`config.mk`:
```
export PLATFORM = sky130hd
export DESIGN_NAME = rs_issue_select
export DESIGN_NICKNAME = d
export VERILOG_FILES = /design/src/rtl/rs_issue_select.sv
export SDC_FILE = /design/constraint.sdc
export NUM_CORES = 1
export LEC_CHECK = 0
export ABC_CLOCK_PERIOD_IN_PS = 23200
export CAP_MARGIN = 40
export CORE_ASPECT_RATIO = 2
export CORE_MARGIN = 2
export CORE_UTILIZATION = 55
export DETAILED_ROUTE_END_ITERATION = 12
export PLACE_DENSITY = 0.77
export RECOVER_POWER = 100
export SYNTH_ARGS = -nofsm -noshare
export SYNTH_HDL_FRONTEND = slang
export SYNTH_SLANG_ARGS = --single-unit
```
`constraint.sdc`:
```
create_clock -name clk2 -period 23.2 [get_ports clk2]
set_input_delay 2.32 -clock clk2 [delete_from_list [all_inputs] [get_ports clk2]]
set_output_delay 2.32 -clock clk2 [all_outputs]
set_load 0.005 [all_outputs]
```
`src/rtl/rs_issue_select.sv`:
```
// Reservation station for the add-class unit: holds dispatched ops until both
// operands are captured from the CDB, then issues the oldest ready one through a registered output.
module rs_issue_select #(
    parameter int DEPTH = 4,
    parameter int DW    = 16,
    parameter int TAGW  = 3,
    parameter int FW    = 4
) (
    input  logic                       clk2,
    input  logic                       rst,
    input  logic                       flush,
    input  logic                       alloc_valid,
    output logic                       alloc_ready,
    input  logic [FW-1:0]              alloc_func,
    input  logic [TAGW-1:0]            alloc_rob,
    input  logic                       alloc_rdy1,
    input  logic [DW-1:0]              alloc_v1,
    input  logic [TAGW-1:0]            alloc_q1,
    input  logic                       alloc_rdy2,
    input  logic [DW-1:0]              alloc_v2,
    input  logic [TAGW-1:0]            alloc_q2,
    input  logic                       cdb_valid,
    input  logic [TAGW-1:0]            cdb_tag,
    input  logic [DW-1:0]              cdb_data,
    output logic                       iss_valid,
    input  logic                       iss_ready,
    output logic [FW-1:0]              iss_func,
    output logic [DW-1:0]              iss_a,
    output logic [DW-1:0]              iss_b,
    output logic [TAGW-1:0]            iss_rob,
    output logic [$clog2(DEPTH):0]     occupancy
);

    localparam int AW = $clog2(DEPTH);

    logic [DEPTH-1:0] busy;
    logic [DEPTH-1:0] rdy1;
    logic [DEPTH-1:0] rdy2;
    logic [FW-1:0]    e_func [DEPTH];
    logic [TAGW-1:0]  e_rob  [DEPTH];
    logic [DW-1:0]    e_v1   [DEPTH];
    logic [DW-1:0]    e_v2   [DEPTH];
    logic [TAGW-1:0]  e_q1   [DEPTH];
    logic [TAGW-1:0]  e_q2   [DEPTH];
    logic [AW-1:0]    e_age  [DEPTH];
    logic [AW:0]      cnt;

    logic [DEPTH-1:0] alloc_oh;
    logic [DEPTH-1:0] sel_oh;
    logic             alloc_fire;
    logic             issue_fire;
    logic             any_ready;
    logic             free_found;
    logic [AW-1:0]    sel_age;
    logic [AW-1:0]    alloc_age;
    logic [FW-1:0]    sel_func;
    logic [DW-1:0]    sel_a;
    logic [DW-1:0]    sel_b;
    logic [TAGW-1:0]  sel_rob;
    logic             byp1;
    logic             byp2;

    assign alloc_ready = !(&busy);
    assign alloc_fire  = alloc_valid && alloc_ready;
    assign issue_fire  = (!iss_valid || iss_ready) && any_ready;
    assign occupancy   = cnt;
    assign byp1        = cdb_valid && !alloc_rdy1 && (cdb_tag == alloc_q1);
    assign byp2        = cdb_valid && !alloc_rdy2 && (cdb_tag == alloc_q2);
    // The new entry is younger than anything issuing, so it shares the same age decrement.
    assign alloc_age   = cnt[AW-1:0] - AW'(issue_fire);

    always_comb begin
        alloc_oh   = '0;
        free_found = 1'b0;
        for (int unsigned i = 0; i < DEPTH; i++) begin
            if (!busy[i] && !free_found) begin
                alloc_oh[i] = alloc_fire;
                free_found  = 1'b1;
            end
        end
    end

    // Strict compare keeps the lowest index on an (unexpected) age tie.
    always_comb begin
        sel_oh    = '0;
        any_ready = 1'b0;
        sel_age   = '0;
        sel_func  = '0;
        sel_a     = '0;
        sel_b     = '0;
        sel_rob   = '0;
        for (int unsigned i = 0; i < DEPTH; i++) begin
            if (busy[i] && rdy1[i] && rdy2[i] && (!any_ready || e_age[i] < sel_age)) begin
                any_ready = 1'b1;
                sel_age   = e_age[i];
                sel_oh    = '0;
                sel_oh[i] = 1'b1;
                sel_func  = e_func[i];
                sel_a     = e_v1[i];
                sel_b     = e_v2[i];
                sel_rob   = e_rob[i];
            end
        end
    end

    always_ff @(posedge clk2 or posedge rst) begin
        if (rst) begin
            busy <= '0;
            rdy1 <= '0;
            rdy2 <= '0;
            for (int unsigned i = 0; i < DEPTH; i++) begin
                e_func[i] <= '0;
                e_rob[i]  <= '0;
                e_v1[i]   <= '0;
                e_v2[i]   <= '0;
                e_q1[i]   <= '0;
                e_q2[i]   <= '0;
                e_age[i]  <= '0;
            end
            cnt       <= '0;
            iss_valid <= 1'b0;
            iss_func  <= '0;
            iss_a     <= '0;
            iss_b     <= '0;
            iss_rob   <= '0;
        end else if (flush) begin
            busy      <= '0;
            cnt       <= '0;
            iss_valid <= 1'b0;
            iss_func  <= '0;
            iss_a     <= '0;
            iss_b     <= '0;
            iss_rob   <= '0;
        end else begin
            for (int unsigned i = 0; i < DEPTH; i++) begin
                if (alloc_oh[i]) begin
                    busy[i]   <= 1'b1;
                    e_func[i] <= alloc_func;
                    e_rob[i]  <= alloc_rob;
                    e_q1[i]   <= alloc_q1;
                    e_q2[i]   <= alloc_q2;
                    rdy1[i]   <= alloc_rdy1 || byp1;
                    rdy2[i]   <= alloc_rdy2 || byp2;
                    e_v1[i]   <= byp1 ? cdb_data : alloc_v1;
                    e_v2[i]   <= byp2 ? cdb_data : alloc_v2;
                    e_age[i]  <= alloc_age;
                end else if (busy[i]) begin
                    if (issue_fire && sel_oh[i]) begin
                        busy[i] <= 1'b0;
                    end
                    if (cdb_valid && !rdy1[i] && (e_q1[i] == cdb_tag)) begin
                        rdy1[i] <= 1'b1;
                        e_v1[i] <= cdb_data;
                    end
                    if (cdb_valid && !rdy2[i] && (e_q2[i] == cdb_tag)) begin
                        rdy2[i] <= 1'b1;
                        e_v2[i] <= cdb_data;
                    end
                    if (issue_fire && (e_age[i] > sel_age)) begin
                        e_age[i] <= e_age[i] - 1'b1;
                    end
                end
            end
            cnt <= cnt + (AW+1)'(alloc_fire) - (AW+1)'(issue_fire);
            if (issue_fire) begin
                iss_valid <= 1'b1;
                iss_func  <= sel_func;
                iss_a     <= sel_a;
                iss_b     <= sel_b;
                iss_rob   <= sel_rob;
            end else if (iss_ready) begin
                iss_valid <= 1'b0;
            end
        end
    end

endmodule
```
# Yosys cells after proc, flatten, opt, wreduce, memory -nomap -nowiden
# Index checks and enable logic that the tools add are counted.
[word_totals] reg_bits=243 in_bits=72 output_inout_bits=44
[classes] addsub=7 n_lt_le_gt_ge=7 n_eq_ne=10 muxes=122 bitwise=1 n_reduce_logical=105
[ops] operator="$mux W16" count=38
[ops] operator="$mux W1" count=51
[ops] operator="$logic_and A1 B1 Y1" count=44
[ops] operator="$mux W4" count=10
[ops] operator="$reduce_and A3 Y1" count=12
[ops] operator="$reduce_bool A2 Y1" count=17
[ops] operator="$mux W2" count=16
[ops] operator="$eq A3 B3 Y1" count=10
[ops] operator="$mux W3" count=7
[ops] operator="$logic_not A1 Y1" count=20
[ops] operator="$gt A2 B2 Y1" count=4
[ops] operator="$reduce_and A2 Y1" count=4
[ops] operator="$sub A2 B1 Y2 const B" count=4
[ops] operator="$logic_or A1 B1 Y1" count=6
[ops] operator="$lt A2 B2 Y1" count=3
[ops] operator="$reduce_and A4 Y1" count=1
[ops] operator="$add A3 B1 Y3" count=1
[ops] operator="$reduce_bool A3 Y1" count=1
[ops] operator="$sub A3 B1 Y3" count=1
[ops] operator="$sub A2 B1 Y2" count=1
[ops] operator="$not A1 Y1" count=1

# Logic depth before layout (Yosys ltp)
[depth] word_depth=21 mapped_depth=20 depth_no_buf=18

# Worst setup path before layout
# No wires, ideal clock.
[synth_path] path_kind="input -> register" from="in iss_ready" to="reg cnt[2], in the netlist occupancy[2]" t_arrival_ns=4.198 required_ns=23.058 path_slack_ns=18.861 cell_stages=11 path_cell_list="nand2b_1 > nand2_1 > inv_2 > clkbuf_1 > ha_1 > inv_1 > ha_1 > fa_1 > xnor2_1 > xnor2_1 > nor2_1"
[synth_between] elab_chain_cells=4
[synth_lines] element="from (decl)" line="26" rtl="input logic iss_ready,"
[synth_lines] element="$logic_or A1 B1 Y1" line="65" rtl="assign issue_fire = (!iss_valid || iss_ready) && any_ready;"
[synth_lines] element="$logic_and A1 B1 Y1" line="65"
[synth_lines] element="$sub A3 B1 Y3" line="164" rtl="cnt <= cnt + (AW+1)'(alloc_fire) - (AW+1)'(issue_fire);"
[synth_lines] element="$mux W3" line="126" rtl="end else if (flush) begin"
[synth_lines] element="to (signal assigned)" line="164"
[synth_lines] element="to (decl)" line="46" rtl="logic [AW:0] cnt;"
# Every way passes these cells.
# A chain may end at the register's enable or synchronous reset.

# Worst setup path after layout
[layout_path] from="reg busy[0]" to="reg e_age[1] (netlist name)"
[layout_between] elab_chain_cells=19 word_cells_on_any_way=42 classes_between="add/sub: 1; order compare: 4; mux: 13; reduce/logical: 24"
[layout_lines] element="from (decl)" line="36" rtl="logic [DEPTH-1:0] busy;"
[layout_lines] element="from (signal assigned)" line="108" rtl="busy <= '0;"
[layout_lines] element="from (signal assigned)" line="127" rtl="busy <= '0;"
[layout_lines] element="from (signal, indexed assignment)" line="137" rtl="busy[i] <= 1'b1;"
[layout_lines] element="$logic_and A1 B1 Y1 (2 in series)" line="93" rtl="if (busy[i] && rdy1[i] && rdy2[i] && (!any_ready || e_age[i] < sel_age)) begin"
[layout_lines] element="$mux W2 or $mux W1 (tied branches)" line="93"
[layout_lines] element="$lt A2 B2 Y1 or $logic_not A1 Y1 (tied branches)" line="93"
[layout_lines] element="$logic_or A1 B1 Y1" line="93"
[layout_lines] element="$logic_and A1 B1 Y1" line="93"
[layout_lines] element="$mux W2 or $mux W1 (tied branches)" line="93"
[layout_lines] element="$lt A2 B2 Y1 or $logic_not A1 Y1 (tied branches)" line="93"
[layout_lines] element="$logic_or A1 B1 Y1" line="93"
[layout_lines] element="[... 2 more ...]"
[layout_lines] element="$lt A2 B2 Y1 or $logic_not A1 Y1 (tied branches)" line="93"
[layout_lines] element="$logic_or A1 B1 Y1" line="93"
[layout_lines] element="$logic_and A1 B1 Y1" line="93"
[layout_lines] element="$mux W2 or $mux W1 (tied branches)" line="93"
[layout_lines] element="$gt A2 B2 Y1 or $logic_and A1 B1 Y1 (tied branches)" line="159, 65"
[layout_lines] element="$logic_and A1 B1 Y1" line="159" rtl="if (issue_fire && (e_age[i] > sel_age)) begin"
[layout_lines] element="$reduce_bool A2 Y1 (no line)"
[layout_lines] element="$reduce_and A3 Y1 (no line)"
[layout_lines] element="to (signal, indexed assignment)" line="146" rtl="e_age[i] <= alloc_age;"
[layout_lines] element="to (signal, indexed assignment)" line="160" rtl="e_age[i] <= e_age[i] - 1'b1;"
[layout_lines] element="to (decl)" line="45" rtl="logic [AW-1:0] e_age [DEPTH];"
# Several ways; a longest one is shown, not always the timed one.

==> results.md <==
- Status: finished with violations
- Failing checks: max-capacitance violations, max-slew violations
- Sw Share: between 30% and 40%
- Root buf cell: clkbuf_16
- Sequential area share after synthesis: 46.25%
- Period utilization: 48.64%
- Die area: 25230 sq um
- Cells along the critical path: and3_1, clkbuf_1, and2_0, inv_1, ha_1, a211o_1, clkbuf_1, a21oi_1, and3_1, o31a_1, a221oi_4, clkbuf_1, o21ai_0, ha_1, a211oi_1, o211ai_1, or3_1, nand4_1
- Routed Antenna Nets: 0
- Worst Path Buf+Inv: 4
- Ys flop type: dfrtp_1
- Slew HR: -218.5%
- Port Buffers: 115
- Dpl hpwl: 24290 microns
- Syn-to-layout area delta: 14.63%
- Ports: approximately 120
- Core ar.: 23720 sq um
- Pre-CTS setup slack: 17.30 ns
- Max Clk Rate: about 0.089 GHz
- Post-Syn Instances: 1317
- Layout cells sized above 1: between 10 and 15%
- Area contributors post-synth: dfrtp_1 (46%), mux2i_1 (9.7%), mux2_2 (4.4%)
- Tot GR Track Use: ~30%
- Slowest stage delay, CP: 2.36 ns
- Synthesized cell area: 13150 sq um
- Setup TNS Final: 0 ns
- Hold Crit Class: flop to flop
- Endpoints failing setup: 0
- Sequential Power Share: between 40% and 50%
- Die Y: around 220 microns
- Site Rows: 80
- Final wirelength: 37170 microns
- Gate power share: 24.2%
- Initial Util: 55.42%
- Crit path launch: busy[0]
- Max Cap Violations: 16
- Via density per instance: ~6.3
- TritonCTS Buffers: 23
- Slowest-stage cell, CP: clkbuf_1
- R2r setup slk: 11.91 ns
- Post-synth EDFFs: 0
- First-pass GRT wire length: 59170 microns
- Final hold slack: 0.4797 ns
- Clock Sinks: 243
- Fin crit period: 11.29 ns
- Net switching power: between 0.0004 and 0.0005 W
- Distinct cells, synth: 60
- Yosys warns: 0
- Element type at the critical path end: flop
- Least-Margin Pin Slew: 4.751 ns
- Share of the synthesized area in the top cell type: 46.25%
- Htree depth: 1
- Vias post-DR: 10570
- Post-CTS Setup Inserts: 0
- WS Path Type: flop to flop
- Area leader, netlist: dfrtp_1
- Nets: ~1500
- Clock power share: a little under a third
- Cts repair resizes: 0
- Gr ovfl total: 0
- Final worst slack: 11.91 ns
- Max VDD drop: 0.07122 mV
- R2r worst-path depth: 18
- Flops & latches, synth: 243
- Hold worst-path end: e_v1[13]
- Worst-Skew Late Latency: 0.54 ns
- Filler cell count: about 1900
- Critical Path RT: 23.66 ns
- DR pass1 iterations: 6
- Hold Path Stages: 2
- Iter 0 DRT Violations: 681
- Syn Nets: 1399
- CTS tree: yes
- Hold buffers post-CTS: 0
- Hold Crit Start: e_v1[13]
- Reg2reg end: e_age[1]
- FFs w/ async S/R, synth: 100.0%
- Syn avg cell area: 9.982 sq um
- Count leader, synth: dfrtp_1
- Synth top cells by count: dfrtp_1 (243), nor2_1 (139), mux2i_1 (128), nand2_1 (121), a21oi_1 (96)
- CP top delay family: buffers and inverters
- Cell Pwr Density: 86.54 nW/um^2
- Initial antenna violation count: 0
- Number of global-route vias before repair: about 11000
- Final Hold Vio Count: 0
- Reg clk slew, reported paths: 0.07 ns
- Largest net degree at the start of global routing: 107
- Critical path's most frequent cell: clkbuf_1
- Die width: 113.3 microns
- Design Power: around 0.0013 W
- GPL Wtd Cong: between 0.9 and 1
- Routed len/inst: 22.13 microns
- RSZ-0062 raised after global routing: false
- Startpoint Class: flop
- DRC: 0
- Lkg Pwr: between 6 and 7 nW
- Arr. time, crit path: 11.74 ns
- R2R Path Start: busy[0]
- Fin. max-slew vios: 734
- Max clock buf depth: 3
- Pint: between 0.0008 and 0.0009 W
- Stages on worst setup path: 18
- Setup Skew: between 0.015 and 0.02 ns
- Crit Path Max Fanout: 44
- Antenna diodes: 0
## cell families (layout without fill, tap and decap cells)
group | Yosys count | count (layout) | share of synthesized area, %
multiplexers | 179 | 179 | 14.11
AND/OR/NAND/NOR | 398 | 398 | 13.18
XOR/XNOR | 33 | 33 | 2.199
AO/OA/AOI/OAI | 320 | 320 | 18.64
flip-flops | 243 | 243 | 46.25
adder cells (fa/ha/maj) | 11 | 11 | 1.085
buffers and inverters | 133 | 209 | 4.521
## worst max path at each step
stage	slack, ns	end
after floorplan	14.21	busy[0]
after global routing	11.55	e_age[1]
after CTS	17.28	e_age[4]
final	11.91	e_age[1]
after detailed placement	17.30	e_age[4]
after global placement	17.41	e_age[4]
## layer usage
metal | up-vias | part of all wire [%] | track usage (%)
met1 | 5255 | 37 | 34.72
met3 | 136 | 4.8 | 3.573
met4 | 0 | 6.5 | 18.92
met5 | - | 0 | 0
li1 | 4784 | - | -
met2 | 399 | 52 | 51.50
## flip-flops by register name, summed over array words and instances, names as in the netlist
signal     flops
rdy2           4
busy           4
iss_a         16
iss_rob        3
e_age          8
e_q1          12
iss_valid      1
e_q2          12
iss_func       4
occupancy      3
e_v1          64
iss_b         16
e_rob         12
e_v2          64
rdy1           4
e_func        16
## cell usage in the layout, fill, tap and decap left out, types with 23 or more instances in the layout
master	n
nor2_1	134
o21ai_0	74
clkdlybuf4s50_1	66
mux2_2	50
dfrtp_1	243
nand2_1	120
clkbuf_16	23
a21oi_1	98
nand3_1	89
o211ai_2	38
dlygate4sd3_1	48
mux2i_1	128
clkbuf_1	25
## area by class of cell
class	instances	area (sq um)	area share [%]
well taps	287	359.1	2.383
flip-flops and latches	243	6081	40.35
inverters	19	72.57	0.4816
multi-input cells	941	6391	42.41
repair buffers	148	1350	8.959
clock buffers	29	638.1	4.234
clock inverters	13	177.7	1.179
## worst register-to-register path, delay by kind of cell (launching register included)
family                   cells  cell delay [ns]
adder cells (fa/ha/maj)      2             0.89
buffers and inverters        4             5.91
flip-flops                   1             0.51
AO/OA/AOI/OAI                7             2.34
AND/OR/NAND/NOR              5             1.57
## stage by stage
step | instances | utilization, % | instance area, sq um
after floorplan | 1317 | - | 13150
after global placement | 1630 | 60.71 | 14400
after detailed placement | 1638 | 61.30 | 14540
after CTS | 1680 | 64.74 | 15360
after global routing | 1680 | 63.52 | 15070
final | 1680 | 63.52 | 15070
## power groups by stage
stage               sequential, W  combinational [W]  clock, W
finish                   0.000576           0.000316  0.000412
global route             0.000585           0.000351  0.000431
CTS                      0.000575           0.000327  0.000416
detailed placement       0.000582           0.000325         0
global placement         0.000579           0.000313         0
floorplan                0.000565           0.000224         0
Power figures use the tool's default switching activity.
